## config.mk

```make
export PLATFORM = sky130hd
export DESIGN_NAME = bist_controller_flat
export DESIGN_NICKNAME = d
export VERILOG_FILES = /design/src/rtl/bist_controller_if.sv /design/src/rtl/bist_controller.sv /design/src/flat_wrapper.sv
export SDC_FILE = /design/constraint.sdc
export NUM_CORES = 1
export LEC_CHECK = 0
export CAP_MARGIN = 40
export CORE_MARGIN = 2
export CORE_UTILIZATION = 30
export CTS_CLUSTER_SIZE = 20
export DETAILED_ROUTE_END_ITERATION = 7
export GPL_ROUTABILITY_DRIVEN = 1
export PLACE_DENSITY_LB_ADDON = 0.25
export RECOVER_POWER = 25
export SYNTH_ARGS = -nofsm -noshare
export SYNTH_HDL_FRONTEND = slang
export SYNTH_SLANG_ARGS = --single-unit
```

## constraint.sdc

```tcl
create_clock -name clock -period 2.7 [get_ports clock]
set_input_delay 0.405 -clock clock [delete_from_list [all_inputs] [get_ports clock]]
set_output_delay 0.405 -clock clock [all_outputs]
set_load 0.02 [all_outputs]
```

## src/rtl/bist_controller_if.sv

```systemverilog
// Test-port and datapath-control bundle between the BIST controller and the system/datapath side.
interface bist_controller_if #(
  parameter int unsigned SIG_WIDTH = 3
);
  logic                 start;
  logic                 abort;
  logic [SIG_WIDTH-1:0] signature;
  logic                 tpg_init;
  logic                 tpg_en;
  logic                 test_mode;
  logic                 ora_clear;
  logic                 ora_en;
  logic                 busy;
  logic                 done;
  logic                 pass;
  logic [SIG_WIDTH-1:0] sig_out;

  // Controller side
  modport slave (
    input  start, abort, signature,
    output tpg_init, tpg_en, test_mode, ora_clear, ora_en, busy, done, pass, sig_out
  );

  // System / datapath side
  modport master (
    output start, abort, signature,
    input  tpg_init, tpg_en, test_mode, ora_clear, ora_en, busy, done, pass, sig_out
  );
endinterface

```

## src/rtl/bist_controller.sv

```systemverilog
// BIST session sequencer: init TPG/ORA, run patterns, flush CUT latency, compare signature.
module bist_controller #(
  parameter int unsigned          PATTERN_COUNT = 7,
  parameter int unsigned          CUT_LATENCY   = 0,
  parameter int unsigned          SIG_WIDTH     = 3,
  parameter logic [SIG_WIDTH-1:0] GOLDEN_SIG    = 3'b101
) (
  input  logic              clock,
  input  logic              reset,
  bist_controller_if.slave  bus
);

  typedef enum logic [2:0] {
    S_IDLE,
    S_INIT,
    S_RUN,
    S_FLUSH,
    S_COMPARE,
    S_DONE
  } state_t;

  localparam logic [7:0] RUN_LOAD   = 8'(PATTERN_COUNT - 1);
  localparam logic [7:0] FLUSH_LOAD = 8'(CUT_LATENCY - 1);

  state_t               state_q, state_d;
  logic [7:0]           cnt_q, cnt_d;
  logic                 pass_q, pass_d;
  logic [SIG_WIDTH-1:0] sig_q, sig_d;

  // Next-state, counter and result logic; abort outranks every other transition
  always_comb begin
    state_d = state_q;
    cnt_d   = cnt_q;
    pass_d  = pass_q;
    sig_d   = sig_q;
    if (bus.abort && (state_q != S_IDLE)) begin
      state_d = S_IDLE;
      cnt_d   = '0;
      pass_d  = 1'b0;
      sig_d   = '0;
    end else begin
      case (state_q)
        S_IDLE: begin
          if (bus.start) state_d = S_INIT;
        end
        S_INIT: begin
          cnt_d   = RUN_LOAD;
          state_d = S_RUN;
        end
        S_RUN: begin
          if (cnt_q == '0) begin
            if (CUT_LATENCY > 0) begin
              cnt_d   = FLUSH_LOAD;
              state_d = S_FLUSH;
            end else begin
              state_d = S_COMPARE;
            end
          end else begin
            cnt_d = cnt_q - 8'd1;
          end
        end
        S_FLUSH: begin
          if (cnt_q == '0) state_d = S_COMPARE;
          else             cnt_d   = cnt_q - 8'd1;
        end
        S_COMPARE: begin
          sig_d   = bus.signature;
          pass_d  = (bus.signature == GOLDEN_SIG);
          state_d = S_DONE;
        end
        S_DONE: begin
          if (bus.start) begin
            pass_d  = 1'b0;
            state_d = S_INIT;
          end
        end
        default: state_d = S_IDLE;
      endcase
    end
  end

  // State and result registers
  always_ff @(posedge clock or negedge reset) begin
    if (!reset) begin
      state_q <= S_IDLE;
      cnt_q   <= '0;
      pass_q  <= 1'b0;
      sig_q   <= '0;
    end else begin
      state_q <= state_d;
      cnt_q   <= cnt_d;
      pass_q  <= pass_d;
      sig_q   <= sig_d;
    end
  end

  // Moore output decode from the registered state
  always_comb begin
    bus.tpg_init  = (state_q == S_INIT);
    bus.ora_clear = (state_q == S_INIT);
    bus.tpg_en    = (state_q == S_RUN);
    bus.ora_en    = (state_q == S_RUN) || (state_q == S_FLUSH);
    bus.busy      = (state_q == S_INIT) || (state_q == S_RUN) ||
                    (state_q == S_FLUSH) || (state_q == S_COMPARE);
    bus.test_mode = bus.busy;
    bus.done      = (state_q == S_DONE);
    bus.pass      = pass_q;
    bus.sig_out   = sig_q;
  end

endmodule
```

## src/flat_wrapper.sv

```systemverilog
// flat-port wrapper written by rule: the top's interface ports become plain ports
module bist_controller_flat 
#(
  parameter int unsigned          PATTERN_COUNT = 7,
  parameter int unsigned          CUT_LATENCY   = 0,
  parameter int unsigned          SIG_WIDTH     = 3,
  parameter logic [SIG_WIDTH-1:0] GOLDEN_SIG    = 3'b101
)
  (clock, reset, bus_start, bus_abort, bus_signature, bus_tpg_init, bus_tpg_en, bus_test_mode, bus_ora_clear, bus_ora_en, bus_busy, bus_done, bus_pass, bus_sig_out);
  bist_controller_if #(.SIG_WIDTH(SIG_WIDTH)) bus_i ();
  input  logic clock;
  input  logic reset;
  input wire logic [$bits(bus_i.start)-1:0] bus_start;
  input wire logic [$bits(bus_i.abort)-1:0] bus_abort;
  input wire logic [$bits(bus_i.signature)-1:0] bus_signature;
  output wire logic [$bits(bus_i.tpg_init)-1:0] bus_tpg_init;
  output wire logic [$bits(bus_i.tpg_en)-1:0] bus_tpg_en;
  output wire logic [$bits(bus_i.test_mode)-1:0] bus_test_mode;
  output wire logic [$bits(bus_i.ora_clear)-1:0] bus_ora_clear;
  output wire logic [$bits(bus_i.ora_en)-1:0] bus_ora_en;
  output wire logic [$bits(bus_i.busy)-1:0] bus_busy;
  output wire logic [$bits(bus_i.done)-1:0] bus_done;
  output wire logic [$bits(bus_i.pass)-1:0] bus_pass;
  output wire logic [$bits(bus_i.sig_out)-1:0] bus_sig_out;
  assign bus_i.start = bus_start;
  assign bus_i.abort = bus_abort;
  assign bus_i.signature = bus_signature;
  assign bus_tpg_init = bus_i.tpg_init;
  assign bus_tpg_en = bus_i.tpg_en;
  assign bus_test_mode = bus_i.test_mode;
  assign bus_ora_clear = bus_i.ora_clear;
  assign bus_ora_en = bus_i.ora_en;
  assign bus_busy = bus_i.busy;
  assign bus_done = bus_i.done;
  assign bus_pass = bus_i.pass;
  assign bus_sig_out = bus_i.sig_out;
  bist_controller #(.PATTERN_COUNT(PATTERN_COUNT), .CUT_LATENCY(CUT_LATENCY), .SIG_WIDTH(SIG_WIDTH), .GOLDEN_SIG(GOLDEN_SIG)) u_core (.clock(clock), .reset(reset), .bus(bus_i));
endmodule
```

# Word level (Yosys, flattened, before mapping)
# Cells that the tools add are included.
dict set report op_classes {
  add_sub_neg 1
  eq_ne 10
  mux 12
  reduce_logical 16
}
# op count
set op_table {}
lappend op_table {{$mux W8} 2}
lappend op_table {{$pmux W8 S2} 1}
lappend op_table {{$mux W3} 5}
lappend op_table {{$pmux W3 S4} 1}
lappend op_table {{$eq A3 B3 Y1 const B} 3}
lappend op_table {{$reduce_bool A3 Y1} 3}
lappend op_table {{$logic_not A8 Y1} 1}
lappend op_table {{$sub A8 B1 Y8 const B} 1}
lappend op_table {{$eq A3 B2 Y1 const B} 2}
lappend op_table {{$ne A3 B1 Y1 const B} 2}
lappend op_table {{$ne A3 B2 Y1 const B} 2}
lappend op_table {{$reduce_and A2 Y1} 3}
lappend op_table {{$logic_or A1 B1 Y1} 4}
lappend op_table {{$reduce_or A2 Y1} 2}
lappend op_table {{$eq A3 B1 Y1 const B} 1}
lappend op_table {{$logic_not A3 Y1} 1}
lappend op_table {{$mux W1} 2}
lappend op_table {{$pmux W1 S2} 1}
lappend op_table {{$reduce_bool A2 Y1} 1}
lappend op_table {{$logic_and A1 B1 Y1} 1}
dict set report word_totals {
  ff_bits 15
  in_bits 7
  output_inout_bits 11
  elab_cells 43
}

# Depth between registers and ports, before layout
# Gate-level depths: netlist of run 1.
dict set report depth {
  depth_word 4
  depth_mapped 6
  mapped_depth_nobuf 6
}

# Worst setup path after synthesis of run 1
# Ideal clock, no wire load.
dict set report synth_timing {
  kind {register to output}
  from {register u_core.state_q[2]}
  to {output bus_tpg_en}
  t_arrival_ns 1.301
  t_required_ns 2.295
  slack_ns 0.994
  path_stages_with_launch 4
  cell_sequence {dfrtp_1 > buf_2 > nor2b_1 > and2_1}
}
dict set report synth_via {
  elab_chain_len 1
}
# item line
set synth_lines {}
lappend synth_lines {{from (decl)} bist_controller.sv:25} ;# state_t state_q, state_d;
lappend synth_lines {{from (signal assigned)} bist_controller.sv:90} ;# state_q <= state_d;
lappend synth_lines {{$eq A3 B2 Y1} bist_controller.sv:101} ;# bus.tpg_en = (state_q == S_RUN);
lappend synth_lines {{to (decl)} flat_wrapper.sv:17} ;# output wire logic [$bits(bus_i.tpg_en)-1:0] bus_tpg_en;
# No other way between the ends.

# Worst setup path after layout of run 1
dict set report layout_timing {
  from {register u_core.state_q[1]}
  to {output bus_tpg_en}
}
# Same word-level chain as after synthesis.

==> results of run 1 <==
==> sequential cells by signal, indices dropped and copies added, names as in the netlist <==
name                flops
u_core.cnt_q            8
u_core.bus.sig_out      3
u_core.state_q          3
u_core.bus.pass         1
==> through the flow <==
step	setup slack [ns]	power, uW	cells
5_1_grt	0.252	1560	165
6_report	0.364	1440	165
3_3_place_gp	0.715	1310	161
4_1_cts	0.344	1450	165
2_1_floorplan	0.994	1060	106
3_5_place_dp	0.678	1310	161
==> final timing paths <==
kind | end
worst min register to register | u_core.bus.sig_out[2]
worst max-delay path | bus_tpg_en
worst min-delay path | u_core.bus.sig_out[2]
worst max register to register | u_core.cnt_q[3]
max in group asynchronous | u_core.state_q[0]
min in group asynchronous | u_core.cnt_q[7]
==> synthesized netlist by cell type, types with 2 or more instances <==
cell type  count
a21oi_1        4
a22oi_1        5
a311oi_1       2
and2_1         2
buf_2          4
buf_4          2
dfrtp_1       15
inv_1          4
nand2_1        9
nand2b_1       2
nand3b_1       2
nor2_1        14
nor2b_1        4
nor3_1         2
o21ai_0        9
o22a_1         2
o31ai_1        3
==> critical path, cell delays in order, from the launching register on <==
cell             delay, ns
dfrtp_1               0.54
nor2b_1               0.34
and2_1                0.18
clkdlybuf4s50_1       0.59
==> power by group through the flow <==
stage / clock network, uW / logic [uW] / registers [uW]
floorplan: 0 / 642 / 418
global placement: 0 / 861 / 446
detailed placement: 0 / 855 / 451
CTS: 140 / 859 / 453
global route: 147 / 936 / 473
finish: 133 / 852 / 456
==> metal layers <==
| layer | wire, um | GRT usage, % | vias to the layer above |
|---|---|---|---|
| met1 | 1060 | 17.2 | 411 |
| li1 | - | - | 413 |
| met4 | 15 | 2.17 | 0 |
| met2 | 1050 | 22.7 | 25 |
| met3 | 108 | 5.12 | 2 |
| met5 | 0 | 0 | - |
==> layout make-up <==
cell class / count / area [sq um]
flip-flops and latches: 15 / 375
clock buffers: 4 / 26.3
repair buffers: 18 / 178
multi-input cells: 80 / 527
inverters: 4 / 15.0
well taps: 44 / 55.1
fillers: 333 / 1880
==> cell usage in the layout (no fill, tap or decap), types with 2 or more instances in the layout <==
cell	synthesis	final
nand3b_1	2	2
nor3_1	2	2
a22oi_1	5	5
clkdlybuf4s50_1	0	16
o21ai_0	9	9
o22a_1	2	2
nand2b_1	2	2
inv_1	4	4
nand2_1	9	9
clkbuf_4	0	3
nor2b_1	4	4
a21oi_1	4	4
dfrtp_1	15	15
o31ai_1	3	3
nor2_1	14	14
a311oi_1	2	2
and2_1	2	2
==> kinds of logic after synthesis <==
kind of cell               share of synthesized area, %
DFF                                                39.0
xor gates and xnor gates                          0.909
AOI/OAI and AO/OA                                  24.2
buffers and inverters                              6.36
adders and majority gates                          1.30
and+or+nand+nor                                    28.3
==> flow_summary_export.csv, run 1 <==
group,metric,value,unit
power,p_seq_share,31.7,%
sta,min_period,2.34,ns
sta,drv_slew,0,
sta,rsz0062_at_grt,"false",
critical_path,critPathCaptureType,"primary output",
critical_path,crit_required,2.30,ns
layout,drive_above_1_share,9.92,%
floorplanning,core-area,3050,sq um
floorplanning,start_util,31.6,%
min_path,holdCritPathClass,"register to register",
placement,gp_congestion,0.746,
floorplanning,dieWidth,60.7,um
clock_tree,h-tree-depth,1,
critical_path,cp.arrival,1.93,ns
sta,setup_viol,0,
critical_path,cp-start-kind,"register",
drt,wire_per_inst,13.5,um
critical_path,reg2reg_slack,0.84,ns
clock_tree,cts-root-buf,"clkbuf_4",
clock_tree,cts.sinks,15,
global_route,grt_antenna_before_repair,0,
yosys,synth-edff-count,0,
layout,synthToLayoutAreaGrowth,22.1,%
power,p_leak,0.000477,uW
clock_tree,post_cts.repair.setup_buffers,0,
yosys,syn-num-nets,114,
global_route,grt_use_total,13.6,%
global_route,grt_start_max_net_pins,16,
sta,hold_viol_final,0,
job,drv_cap,0,
yosys,netlist_instances,106,
global_route,grt-ovfl-total,0,
yosys,yosys_warnings,0,
layout,finish.instance_area,1180,sq um
drt,ant_nets,0,
yosys,ys_seq_area_share,39.0,%
power,swShare,46.8,%
floorplanning,io_pins,18,
critical_path,crit_fanout,12,
status,status,"finished clean",
clock_tree,clk_latency,0.29,ns
yosys,ys.flop_type,"dfrtp_1",
sta,hold_ws,0.530,ns
floorplanning,die-area,3680,sq um
min_path,min_from,"u_core.bus.sig_out[2]",
critical_path,crit_type,"register to primary output",
floorplanning,die_height,60.7,um
power,vdd_ir_drop_max,0.000488,V
layout,fin_util,38.5,%
layout,diodes,0,
power,powerDensity,1220,nW/um^2
yosys,netlist_top_cells_area,"dfrtp_1 (39%), nor2_1 (5.5%), o21ai_0 (4.7%), a22oi_1 (3.9%), nand2_1 (3.5%)",
sta,fin_crit_sh,86.5,%
global_route,grt_first_pass_wirelength,3780,um
yosys,syn_area,963,sq um
drt,vias,851,
yosys,yosysUniqueCellTypes,38,
layout,layout.nets,130,
power,power.switching,674,uW
sta,tns,0,ns
clock_tree,cts_resized,0,
power,p_int,766,uW
placement,placed_area,1150,sq um
sta,worstMarginPinSlew,0.697,ns
drt,first_pass_iters,4,
drt,drtIter0Drc,37,
sta,worst_clock_skew,0.00583,ns
critical_path,reg2reg_from,"u_core.cnt_q[0]",
yosys,avgSynthCellArea,9.09,sq um
sta,worst_slew_margin_rel,53.4,%
drt,drc,0,
yosys,netlist.area_leader.share,39.0,%
drt,via_per_inst,5.16,
yosys,synth-async-reset-ratio,100,%
sta,fmax,428,MHz
global_route,grt_pass1_vias,878,
critical_path,rr_worst_depth,6,
clock_tree,cts_buffer_depth,2,
clock_tree,clk_pin_slew,0.09,ns
clock_tree,numCtsBuffers,3,
power,clkPwrFrac,9.2,%
placement,dp.final_hpwl,1580,um
critical_path,cp-startpoint,"u_core.state_q[1]",
clock_tree,hold_buffers,0,
floorplanning,rows,20,
yosys,ys_ff_latch,15,
power,power_frac_comb,59.1,%
placement,portBuffers,17,
min_path,min_path_cells,2,
drt,drt-total-wl,2230,um
yosys,synth_top_cell_by_area,"dfrtp_1",
clock_tree,cts_tree,"done",
No activity file was read; power rests on OpenSTA's default activity.
==> run 2, diff against run 1 <==
CELL_PAD_IN_SITES_DETAIL_PLACEMENT = 2   (was unset)
CELL_PAD_IN_SITES_GLOBAL_PLACEMENT = 2   (was unset)
CORE_MARGIN = 10   (was 2)
==> flow_summary_export.csv, run 2 (synthesis gave the netlist of run 1 again) <==
group,metric,value,unit
status,status,"finished clean",
drt,drt-total-wl,2920,um
layout,fill_cells,364,
clock_tree,numCtsBuffers,3,
critical_path,path_buf_inv,1,
drt,drtIter0Drc,46,
sta,setup_slack,0.250,ns
drt,vias,868,
power,power.switching,717,uW
sta,drv_slew,0,
power,vdd_ir_drop_max,0.000382,V
clock_tree,cts_tree,"done",
critical_path,cp-startpoint,"u_core.state_q[1]",
clock_tree,hold_buffers,0,
clock_tree,cts-root-buf,"clkbuf_4",
sta,hold_ws,0.521,ns
drt,wire_per_inst,17.7,um
layout,final_cell_mix,"clkdlybuf4s50_1 (16), dfrtp_1 (15), nor2_1 (14), nand2_1 (9), o21ai_0 (9)",
global_route,grt_first_pass_wirelength,5130,um
floorplanning,dieWidth,76.7,um
critical_path,cp-start-kind,"register",
drt,via_per_inst,5.26,
floorplanning,die-area,5880,sq um
critical_path,cp_slowest_cell,"clkdlybuf4s50_1",
sta,worstMarginPinSlew,0.743,ns
placement,gp_congestion,0.746,
layout,largest_register_ffs,8,
sta,worst_clock_skew,0.00826,ns
min_path,hold_end,"u_core.bus.sig_out[1]",
clock_tree,clk_latency,0.28,ns
sta,hold_viol_final,0,
placement,portBuffers,17,
sta,worst_slew_margin_rel,50.3,%
drt,first_pass_iters,4,
layout,top_register,"u_core.cnt_q",
min_path,holdCritPathClass,"register to register",
critical_path,crit_type,"register to primary output",
global_route,grt_pass1_vias,981,
sta,tns,0,ns
power,p_seq_share,30.5,%
drt,drc,0,
clock_tree,cts_resized,0,
critical_path,worstReg2RegEnd,"u_core.cnt_q[3]",
min_path,min_from,"u_core.bus.sig_out[1]",
layout,diodes,0,
critical_path,cpPeakStageDelay,0.60,ns
global_route,grt_use_total,10.3,%
critical_path,reg2reg_from,"u_core.cnt_q[0]",
layout,layout.nets,130,
floorplanning,io_pins,18,
clock_tree,cts.sinks,15,
sta,rsz0062_at_grt,"false",
sta,fmax,408,MHz
clock_tree,h-tree-depth,1,
sta,fin_crit_sh,90.7,%
sta,setup_viol,0,
job,drv_cap,0,
floorplanning,die_height,76.7,um
floorplanning,start_util,31.6,%
layout,fin_util,38.5,%
critical_path,critPathCaptureType,"primary output",
critical_path,rr_worst_depth,6,
critical_path,path_cells,"nor2b_1, and2_1, clkdlybuf4s50_1",
drt,ant_nets,0,
layout,drive_above_1_share,9.92,%
clock_tree,post_cts.repair.setup_buffers,0,
floorplanning,core-area,3050,sq um
power,p_int,769,uW
power,p_leak,0.000477,uW
critical_path,cp_top_family,"buffers and inverters",
power,power_frac_comb,60.5,%
clock_tree,cts_buffer_depth,2,
critical_path,cp.arrival,2.04,ns
clock_tree,clk_pin_slew,0.10,ns
floorplanning,rows,20,
critical_path,crit_fanout,12,
global_route,grt-ovfl-total,0,
min_path,min_path_cells,2,
placement,dp.final_hpwl,2260,um
layout,final_common_cell,"clkdlybuf4s50_1",
critical_path,crit_required,2.30,ns
layout,synthToLayoutAreaGrowth,22.1,%
critical_path,reg2reg_slack,0.81,ns
global_route,grt_antenna_before_repair,0,
sta,min_period,2.45,ns
placement,preCtsSetupSlack,0.571,ns
global_route,grt_start_max_net_pins,16,
power,swShare,48.3,%
power,clkPwrFrac,9.0,%
power,powerDensity,1260,nW/um^2
power,total_power,1490,uW
## run 2: worst max path at each step
stage | to | slack [ns] | depth (start not counted)
6_report | bus_tpg_en | 0.25 | 3
5_1_grt | bus_tpg_en | 0.1 | 3
4_1_cts | bus_tpg_en | 0.22 | 3
3_5_place_dp | bus_tpg_en | 0.57 | 3
3_3_place_gp | bus_tpg_en | 0.68 | 3
2_1_floorplan | bus_tpg_en | 0.99 | 3
## run 2: through the flow
| step | cells | cell area (sq um) |
|---|---|---|
| floorplan | 106 | 963 |
| global placement | 161 | 1150 |
| detailed placement | 161 | 1150 |
| CTS | 165 | 1180 |
| global route | 165 | 1180 |
| finish | 165 | 1180 |
## run 2: power groups by stage
| stage | registers [uW] | clock network, uW | logic [uW] |
|---|---|---|---|
| final | 453 | 133 | 899 |
| after floorplan | 418 | 0 | 642 |
| after global placement | 450 | 0 | 890 |
| after global routing | 476 | 154 | 999 |
| after detailed placement | 458 | 0 | 911 |
| after CTS | 454 | 143 | 918 |
## run 2: per-layer routing
metal	GRT usage, %	share of wire (%)	vias to the layer above	wire length [um]
li1	-	-	414	-
met1	12.1	45	441	1320
met2	18.4	52	11	1510
met3	2.45	2.8	2	81
met4	2.23	0.41	0	12
met5	0	0	-	0
## run 2: final cells by class
class                      instances  area (sq um)  share of cell area, %
sequential                        15           375                   31.9
tap                               44          55.1                   4.68
timing repair buffer              18           178                   15.1
multi-input combinational         80           527                   44.8
inverter                           4          15.0                   1.28
clock buffer                       4          26.3                   2.23
## run 2: worst reg2reg max path, stage by stage, from the launching register on
cell and delay [ns]:
dfrtp_1 0.44, inv_1 0.08, ha_1 0.25, nor4b_4 0.42, a21oi_1 0.18, o21ai_4 0.26
o21ai_0 0.13
==> run 3, diff against run 2 <==
CORE_UTILIZATION = 33   (was 30)
==> flow_summary_export.csv, run 3 (synthesis gave the netlist of run 1 again) <==
group,metric,value,unit
min_path,holdCritPathClass,"register to register",
placement,gp_congestion,0.763,
power,vdd_ir_drop_max,0.000728,V
layout,layout.cells.non_filler,152,
floorplanning,rows,19,
floorplanning,start_util,34.6,%
sta,setup_slack,0.291,ns
drt,drc,0,
sta,worst_slew_margin_rel,49.4,%
floorplanning,die_height,74.0,um
critical_path,cp.arrival,2.00,ns
placement,portBuffers,17,
floorplanning,dieWidth,74.0,um
placement,dp.final_hpwl,2180,um
drt,first_pass_iters,4,
sta,rsz0062_at_grt,"false",
floorplanning,die-area,5480,sq um
global_route,grt_antenna_before_repair,0,
job,drv_cap,0,
global_route,grt_pass1_vias,937,
layout,finish.instance_area,1160,sq um
layout,final_cell_mix,"clkdlybuf4s50_1 (16), dfrtp_1 (15), nor2_1 (14), nand2_1 (9), o21ai_0 (9)",
clock_tree,clk_pin_slew,0.10,ns
critical_path,rr_worst_depth,6,
global_route,grt-ovfl-total,0,
sta,fmax,415,MHz
clock_tree,cts-root-buf,"clkbuf_4",
placement,preCtsSetupSlack,0.632,ns
layout,largest_register_ffs,8,
global_route,grt_start_max_net_pins,16,
clock_tree,clk_latency,0.30,ns
drt,ant_nets,0,
placement,place_inst,148,
critical_path,cp-start-kind,"register",
clock_tree,hold_buffers,0,
layout,layout.nets,130,
layout,drive_above_1_share,9.92,%
drt,wire_per_inst,19.3,um
drt,drt-total-wl,2930,um
layout,final_common_cell,"clkdlybuf4s50_1",
sta,hold_viol_final,0,
global_route,grt_use_total,11.7,%
critical_path,crit_type,"register to primary output",
critical_path,crit_required,2.30,ns
floorplanning,core-area,2780,sq um
layout,synthToLayoutAreaGrowth,20.4,%
layout,diodes,0,
drt,vias,875,
sta,worst_clock_skew,0.00379,ns
placement,placed_area,1130,sq um
floorplanning,io_pins,18,
clock_tree,numCtsBuffers,3,
clock_tree,h-tree-depth,1,
min_path,min_path_cells,2,
sta,min_period,2.41,ns
drt,via_per_inst,5.76,
critical_path,critPathCaptureType,"primary output",
clock_tree,cts_resized,0,
clock_tree,cts_buffer_depth,2,
clock_tree,cts_tree,"done",
power,powerDensity,1290,nW/um^2
clock_tree,cts.sinks,15,
drt,drtIter0Drc,46,
global_route,grt_first_pass_wirelength,4950,um
status,status,"finished clean",
layout,top_register,"u_core.cnt_q",
critical_path,crit_fanout,12,
sta,fin_crit_sh,89.2,%
power,p_leak,0.000477,uW
clock_tree,post_cts.repair.setup_buffers,0,
sta,worstMarginPinSlew,0.756,ns
sta,drv_slew,0,
sta,setup_viol,0,
sta,tns,0,ns
layout,fin_util,41.7,%
run 3: cell counts in the layout (fill, tap and decap cells not counted):
No cell type changed its count.
run 3: worst paths after layout:
path,to,slack [ns],startpoint
worst min-delay path,u_core.bus.sig_out[2],0.53,u_core.bus.sig_out[2]
max in group asynchronous,u_core.bus.sig_out[1],1.62,reset
min in group asynchronous,u_core.cnt_q[2],0.61,reset
worst min register to register,u_core.bus.sig_out[2],0.53,u_core.bus.sig_out[2]
worst max-delay path,bus_tpg_en,0.29,u_core.state_q[1]
worst max register to register,u_core.cnt_q[3],0.87,u_core.cnt_q[0]
run 3: power by group:
group	switching (uW)	leakage [uW]	total (uW)	internal (uW)
sequential	154	0.000199	460	306
combinational	491	0.000262	895	404
clock	83.7	0.0000150	141	57.6
run 3: per-stage QoR:
stage | hold slack [ns] | power, uW
after CTS | 0.545 | 1520
after global routing | 0.583 | 1630
after detailed placement | 0.515 | 1360
final | 0.535 | 1500
after floorplan | 0.109 | 1060
after global placement | 0.494 | 1330
run 3: final cells by class:
cell class | count | area [sq um]
sequential | 15 | 375
tap | 31 | 38.8
multi-input combinational | 80 | 527
timing repair buffer | 18 | 178
inverter | 4 | 15.0
clock buffer | 4 | 26.3
fill | 311 | 1620
run 3: layer usage:
layer	vias up	GRT usage [%]	wire [um]
met5	-	0	0
met1	444	14.8	1390
met4	0	6.83	62
met3	4	2.13	106
li1	412	-	-
met2	15	18.2	1370
run 3: critical path, stage by stage, from the launching register on:
cell and delay [ns]:
dfrtp_1 0.57, nor2b_1 0.36, and2_1 0.18, clkdlybuf4s50_1 0.60
==> edit: new RTL, settings of run 3 <==
`SIG_WIDTH` is set to 3 in 3 places; all go to 6.
--- a/src/rtl/bist_controller_if.sv
+++ b/src/rtl/bist_controller_if.sv
@@ -2,3 +2,3 @@
 interface bist_controller_if #(
-  parameter int unsigned SIG_WIDTH = 3
+  parameter int unsigned SIG_WIDTH = 6
 );
--- a/src/rtl/bist_controller.sv
+++ b/src/rtl/bist_controller.sv
@@ -4,3 +4,3 @@
   parameter int unsigned          CUT_LATENCY   = 0,
-  parameter int unsigned          SIG_WIDTH     = 3,
+  parameter int unsigned          SIG_WIDTH     = 6,
   parameter logic [SIG_WIDTH-1:0] GOLDEN_SIG    = 3'b101
--- a/src/flat_wrapper.sv
+++ b/src/flat_wrapper.sv
@@ -5,3 +5,3 @@
   parameter int unsigned          CUT_LATENCY   = 0,
-  parameter int unsigned          SIG_WIDTH     = 3,
+  parameter int unsigned          SIG_WIDTH     = 6,
   parameter logic [SIG_WIDTH-1:0] GOLDEN_SIG    = 3'b101
Interface: changed (resized bus_sig_out and bus_signature); port bits go from 18 to 24. No check against the original RTL was run, so the function may have changed too.
==> edit against run 3 <==
  * Sequential power is 13% higher
  * Worst setup slack worse by 12 ps
  * Sequential share of layout area is 1.7 points higher
  * Routed wire length is 8.3% higher
  * Count of clock-buffer cells in the layout stayed put
  * Cell count is 13% higher
  * Design area is 14% higher
  * Power is 12% higher
  * Synthesized area is 7.4% higher
  * Global-route usage is 0.66 points lower
  * Clock skew is 4.1 ps higher
  * Sequential cell count is 3 higher
==> edit: results (changes against run 3) <==
[status]
outcome=completed

[power]
irDropWorstVdd_v=0.000440  ; -40%
p_leak_nw=0.572  ; +20%

[worst_setup_path]
worstSetupStartpoint=u_core.state_q[2]
cp-endpoint=bus_ora_clear
critPathMaxFanout=13  ; +1
reg2reg_to=u_core.cnt_q[5]
r2r_slack_ps=770  ; -100 ps

[finish]
drive_gt1_share_pct=12.5  ; +2.6 points
fin_nets=140  ; +7.7%
final_cells=172  ; +13%
largest_register_ffs=8  ; unchanged

[global_routing]
grt_pass1_vias=1043  ; +11%
grt_use_met1_pct=13.2  ; -1.6 points
grt_util_met2_pct=18.8  ; +0.61 points
grt_first_pass_wirelength_um=5370  ; +8.5%
track_usage_pct=11.0  ; -0.66 points
grt_util_met3_pct=2.24  ; +0.11 points

[route]
wl_met1_um=1460  ; +5.4%
viasPerCell=5.40  ; -6.2%
wl_met3_um=85  ; -20%
routedWlPerCell_um=18.4  ; -4.3%
top_layer_used=met4
met2_length_um=1580  ; +15%

[placed_design]
gp_congestion=0.778  ; +1.9%
postPlaceCellArea_um2=1300  ; +14%
port_buffers=23  ; +6
detailed_place_hpwl_um=2440  ; +12%

[synthesis]
synth_common_cells=dfrtp_1 (18), o21ai_0 (11), a22oi_1 (9), nor2_1 (9), nand2_1 (8)
synth_cell_types=40  ; +5.3%
syn-num-nets=118  ; +3.5%
yosys_most_used_dff=dfrtp_1
yosysSeqAreaShare_pct=43.5  ; +4.6 points
synth_area_leaders=dfrtp_1 (44%), a22oi_1 (6.5%), o21ai_0 (5.3%), nor2_1 (3.3%), nand2_1 (2.9%)
syn_avg_cell_area_um2=9.67  ; +6.4%

[clock_network]
cts.path.max_buffers=2  ; unchanged
path_clk_slew_ps=120  ; +20 ps
cts_root_buf=clkbuf_4

[worst_hold_path]
holdCritPathClass=in -> async

[timing]
fin_worst_skew_ps=7.87  ; +4.07 ps
tightest_slew_ps=1020  ; +268 ps

==> edit: cell type report <==
cell class              count  share of cell area [%]
repair buffers             24                    17.7
well taps                  44                    4.16
inverters                   5                    1.42
multi-input cells          77                    39.9
flip-flops and latches     18                    34.1
clock buffers               4                    2.74
==> edit: through the flow <==
stage / total power [W] / utilization (%) / worst slack (ps)
after detailed placement: 0.00152 / 42.9 / 587
final: 0.00167 / 43.7 / 279
after floorplan: 0.00115 / - / 835
after global routing: 0.00182 / 43.7 / 170
after global placement: 0.00147 / 42.4 / 660
after CTS: 0.00170 / 44.0 / 234
==> edit: worst max-delay path: stages, from the launching register on <==
cell and delay [ps]:
dfrtp_1 560, nor3b_1 460, clkdlybuf4s50_1 700
==> edit: how the worst min path moves through the flow <==
stage	cells after the start	endpoint	slack [ps]
floorplan	0	u_core.bus.pass	110
global placement	2	u_core.bus.sig_out[4]	480
detailed placement	2	u_core.bus.sig_out[4]	510
CTS	1	u_core.bus.sig_out[3]	260
global route	1	u_core.bus.sig_out[3]	310
finish	1	u_core.bus.sig_out[3]	320
==> edit: kinds of logic (layout without fill, tap and decap cells) <==
logic type                 count (synthesis)  in the layout  share of synthesized area (%)
AOI/OAI and AO/OA                         36             36                           26.5
xor gates and xnor gates                   2              2                           1.69
adders and majority gates                  1              1                           1.21
buffers and inverters                     12             33                           5.44
DFF                                       18             18                           43.5
muxes                                      1              1                           1.09
and+or+nand+nor                           37             37                           20.6
==> edit: power by group <==
group	total (W)	internal, W	switching (W)	leakage [nW]
Clock	0.000173	0.0000822	0.0000911	0.0210
Sequential	0.000519	0.000370	0.000149	0.242
Combinational	0.000979	0.000418	0.000561	0.309
